[src/rtl/pe_column_result_drain.sv]
// Result drain for the sparse PE column: snapshots N packed PE words into a shadow bank on
// tile end (clearing the column in the same cycle) and streams them out one word per beat.
module pe_column_result_drain #(
  parameter int N     = 32,
  parameter int RES_W = 52,
  parameter int IDX_W = 5,
  parameter int CNT_W = 16
) (
  input  logic               clk,
  input  logic               rst,
  input  logic               tile_done,
  input  logic [RES_W*N-1:0] pe_result,
  output logic               tile_ack,
  output logic               col_clr,
  output logic               m_valid,
  input  logic               m_ready,
  output logic [RES_W-1:0]   m_data,
  output logic [IDX_W-1:0]   m_index,
  output logic               m_last,
  output logic               busy,
  output logic [CNT_W-1:0]   tile_cnt
);

  typedef enum logic {
    S_IDLE  = 1'b0,
    S_DRAIN = 1'b1
  } state_t;

  state_t             r_state;
  state_t             w_state_nxt;
  logic [IDX_W-1:0]   r_idx;
  logic [IDX_W-1:0]   w_idx_nxt;
  logic [RES_W*N-1:0] r_shadow;
  logic [CNT_W-1:0]   r_tile_cnt;

  logic w_valid;
  logic w_at_last;
  logic w_beat;
  logic w_final_beat;
  logic w_can_cap;
  logic w_accept;

  assign w_valid      = (r_state == S_DRAIN);
  assign w_at_last    = (r_idx == IDX_W'(N - 1));
  assign w_beat       = w_valid && m_ready;
  assign w_final_beat = w_beat && w_at_last;
  // A new snapshot is taken only when the bank is free or is being vacated this very cycle.
  assign w_can_cap    = (r_state == S_IDLE) || w_final_beat;
  assign w_accept     = tile_done && w_can_cap && !rst;

  // NOTE: every combinational output gets a default first so no latch can be inferred.
  always_comb begin
    w_state_nxt = r_state;
    w_idx_nxt   = r_idx;
    unique case (r_state)
      S_IDLE: begin
        if (w_accept) begin
          w_state_nxt = S_DRAIN;
          w_idx_nxt   = '0;
        end
      end
      S_DRAIN: begin
        if (w_final_beat) begin
          w_idx_nxt   = '0;
          w_state_nxt = w_accept ? S_DRAIN : S_IDLE;
        end else if (w_beat) begin
          w_idx_nxt = r_idx + IDX_W'(1);
        end
      end
      default: begin
        w_state_nxt = S_IDLE;
        w_idx_nxt   = '0;
      end
    endcase
  end

  // NOTE: the shadow bank is reset because idle-state m_data must read back as zero after reset.
  always_ff @(posedge clk or posedge rst) begin
    if (rst) begin
      r_state    <= S_IDLE;
      r_idx      <= '0;
      r_shadow   <= '0;
      r_tile_cnt <= '0;
    end else begin
      // NOTE: state is updated with non-blocking assignments so all registers see pre-edge values.
      r_state <= w_state_nxt;
      r_idx   <= w_idx_nxt;
      if (w_accept) begin
        r_shadow <= pe_result;
      end
      if (w_final_beat) begin
        r_tile_cnt <= r_tile_cnt + CNT_W'(1);
      end
    end
  end

  assign tile_ack = w_accept;
  assign col_clr  = w_accept;
  assign m_valid  = w_valid;
  assign m_data   = r_shadow[RES_W*int'(r_idx) +: RES_W];
  assign m_index  = r_idx;
  assign m_last   = w_valid && w_at_last;
  assign busy     = w_valid;
  assign tile_cnt = r_tile_cnt;

endmodule

[config.mk]
export PLATFORM = sky130hd
export DESIGN_NAME = pe_column_result_drain
export DESIGN_NICKNAME = d
export VERILOG_FILES = /design/src/rtl/pe_column_result_drain.sv
export SDC_FILE = /design/constraint.sdc
export NUM_CORES = 2
export LEC_CHECK = 0
export ABC_AREA = 1
export CELL_PAD_IN_SITES_DETAIL_PLACEMENT = 2
export CELL_PAD_IN_SITES_GLOBAL_PLACEMENT = 2
export CORE_AREA = 2 2 676 678
export DETAILED_ROUTE_END_ITERATION = 10
export DIE_AREA = 0 0 678 680
export GPL_ROUTABILITY_DRIVEN = 0
export PLACE_DENSITY = 0.61
export SLEW_MARGIN = 10
export SYNTH_ARGS = -nofsm -noshare
export SYNTH_HDL_FRONTEND = slang
export SYNTH_SLANG_ARGS = --single-unit
[constraint.sdc]
create_clock -name clk -period 100.7 [get_ports clk]
set_input_delay 15.105 -clock clk [delete_from_list [all_inputs] [get_ports clk]]
set_output_delay 15.105 -clock clk [all_outputs]
set_load 0.05 [all_outputs]
==> results.txt <==
Status: finished clean
Biggest area consumer among synthesized cells: dfrtp_1
Slew of the pin with the lowest slew margin: 1.16 ns
Slowest stage delay, CP: 0.93 ns
Chip Height: 680 um
Worst skew pair latency: 0.95 ns
Startpoint type of the worst setup path: input port
Worst hold path class: reg2reg
CP Buf/Inv Count: 4
Mapped Cells: 11092
WP data required: 85.60 ns
FILL cells: 53266
Drc violations: 0
Clock Pin Slew Worst Setup and Hold Paths: 0.06 ns
RR Endpoint: r_shadow[879]
Pin count of the biggest net entering global routing: 172
Sink of the worst hold path: r_shadow[15]
VDD IR-drop max: 16.3 uV
Clk buf depth: 4
Kind of critical path: in2out
Clk_skew: 0.0884 ns
Setup TNS: 0 ns
CTS tree: done
CTS Buf Count: 223
Clock sink count: 1686
Yosys cell types: 20
DR vias/cell: 4.35
MaxCap Viol Count: 0
Setup slack, reg-to-reg: 93.01 ns
Hold buffers post-CTS: 0
Global route overflow: 0
Pleak: 52.6 nW
Total number of vias: 81443
Fmax: 29.7 MHz
Avg Inst Size Synth: 7.19 um^2
Area growth syn-to-layout: 38.5%
NetSw: 1.86 mW
Layout cells sized above 1: 3.74%
CP Max Fanout: 65
FF-to-FF Start: m_index[1]
IO buf count: 1745
Top post-synthesis cells by area: dfrtp_1 (53%), nand2_1 (35%), nand3_1 (7.9%), buf_2 (2.3%), clkbuf_1 (1.3%)
Slowest CP cell: clkdlybuf4s50_1
Syn Nets: 12763
Fin crit period: 33.67 ns
Initial antenna violation count: 275
Period utilization: 33.4%
P_int: 2.00 mW
Fin area: 110000 um^2
Initial Utilization: 17.5%
First-pass GRT wire length: 719000 um
# rows: 248
Final hold viol count: 0
Hold path startpoint: r_shadow[15]
Relative slew margins: 22.4%
Placed Area: 103000 um^2
Pre-antenna DRT Iters: 5
1st-iter DRT viols: 5456
Root buffer cell: clkbuf_16
H-tree depth: 4
R2r worst-path depth: 15
CP cell instances: clkdlybuf4s50_1 -> nand2_2 -> inv_2 -> nand2_1 -> nand2_1 -> nand2_4 -> inv_8 -> clkdlybuf4s50_1
DP HPWL: 399000 um
Post-Route WL: 530000 um
Area of the multi-input gates: 34200 um^2
Routed Antenna Nets: 0
Clock power share: 21.7%
Hold Crit Depth: 2
Worst Setup SP: m_ready
Data arrival, critical path: 18.57 ns
Vias in the first global route: 85974
Cell family with most CP delay: buffers and inverters
Post-cts resize count: 0
Power Dens Cells: 35.0 nW/um^2
Combinational fraction of design power: 46.4%
CP Capture Type: output pin
Routed WL per cell: 28.3 um
Total GRT Usage: 22.3%
Die area: 461000 um^2
Finish-stage setup viols: 0
Synth warn: 0
Sequential share of power: 31.8%
Total Power: 3.86 mW
# IOs: 1746
Synth Register Bits: 1686
FF/Latch Area: 42200 um^2
Die Span X: 678 um
RSZ-0062 raised after global routing: false
Setup Buffers After CTS: 0
Post-synth top area share: 52.9%
Mapped Area: 79700 um^2
Sw Share: 48.2%
Nets: 14133
Core Area: 454000 um^2
Slew Limit Fails: 0
Sequential fraction of the synthesis area: 52.9%
==> worst max path at each step <==
stage	to	slack [ns]	cells after the start
floorplan	busy	38.01	1
global placement	tile_ack	67.13	8
detailed placement	tile_ack	67.10	8
CTS	tile_ack	67.09	8
global route	tile_ack	66.95	8
finish	tile_ack	67.03	8
==> synthesized netlist by cell type <==
cell type	number
ha_1	3
o21ai_2	1
xnor2_1	7
dfrtp_1	1686
clkbuf_1	279
nor3b_1	1
nand3_1	1253
xor2_1	8
inv_1	13
buf_1	74
inv_2	4
nand2_2	1
nand2_1	7362
o21ai_0	5
clkinv_1	1
nand4_1	3
nand3b_1	1
buf_4	16
nor2_1	14
buf_2	360
==> state kept, by name (all words and copies together), names as in the netlist <==
name	count
r_shadow	1664
tile_cnt	16
m_index	5
busy	1
==> routing by layer <==
layer	wire length, um	global-route usage [%]	up-vias
met4	23200	9.12	150
met2	260000	38.4	2112
met1	217000	27.1	41343
li1	-	-	37035
met5	954	0	-
met3	28500	4.48	803
==> layout make-up <==
cell class                 count  share of cell area [%]
antenna                      101                   0.229
clock buffer                 348                    5.99
clock inverter                53                   0.719
inverter                      18                   0.101
multi-input combinational   8659                    31.0
sequential                  1686                    38.2
tap                         6000                    6.80
timing repair buffer        1874                    16.9
==> cell families (layout without fill, tap and decap cells) <==
logic type / after synthesis / after routing / synth area share (%)
simple gates: 8635 / 8635 / 42.7
flops: 1686 / 1686 / 52.9
buf+inv: 747 / 2293 / 4.16
xor+xnor: 15 / 15 / 0.165
compound gates: 6 / 6 / 0.0424
fa+ha+maj: 3 / 3 / 0.0471
other cells: 0 / 101 / 0
==> power groups by stage <==
stage | Clock (mW) | Sequential (mW) | Combinational [mW]
2_1_floorplan | 0 | 1.18 | 0.964
3_3_place_gp | 0 | 1.22 | 1.83
3_5_place_dp | 0 | 1.23 | 1.85
4_1_cts | 0.864 | 1.23 | 1.87
5_1_grt | 0.885 | 1.27 | 1.97
6_report | 0.840 | 1.23 | 1.79
==> per-stage QoR <==
stage | setup slack (ns) | util, % | std cells | hold slack (ns)
floorplan | 38.01 | - | 11092 | 0.449
global placement | 67.13 | 22.6 | 18237 | 0.462
detailed placement | 67.10 | 22.6 | 18237 | 0.465
CTS | 67.09 | 24.2 | 18638 | 0.482
global route | 66.95 | 24.3 | 18683 | 0.491
finish | 67.03 | 24.3 | 18739 | 0.476
==> worst register-to-register path: stages, from the launching register on <==
cell and delay, ns:
dfrtp_4 0.87, ha_1 0.31, nand2_1 0.12, nor2_1 0.13, ha_1 0.30, nand2_1 0.24
nand2_1 0.53, nand2_4 0.51, inv_8 0.51, buf_4 0.70, buf_12 0.72, buf_4 0.60
buf_4 0.76, buf_4 0.80, nand2_1 0.42, nand2_1 0.15
==> cells in the final DEF, fill, tap and decap left out, types with 3 or more instances in the layout <==
master	Yosys	routed
buf_12	0	20
ha_1	3	3
clkinvlp_4	0	4
xnor2_1	7	7
inv_6	0	5
clkbuf_8	0	48
dfrtp_1	1686	1681
nand3_1	1253	1253
buf_4	16	109
nand2_1	7362	7361
clkbuf_16	0	227
clkinv_2	0	23
inv_8	0	5
dfrtp_4	0	5
bufinv_16	0	17
nand4_1	3	3
xor2_1	8	8
clkbuf_1	279	73
o21ai_0	5	5
clkdlybuf4s50_1	0	1745
diode_2	0	101
inv_1	13	10
nor2_1	14	14
clkinv_8	0	3
Power figures use the tool's default switching activity.
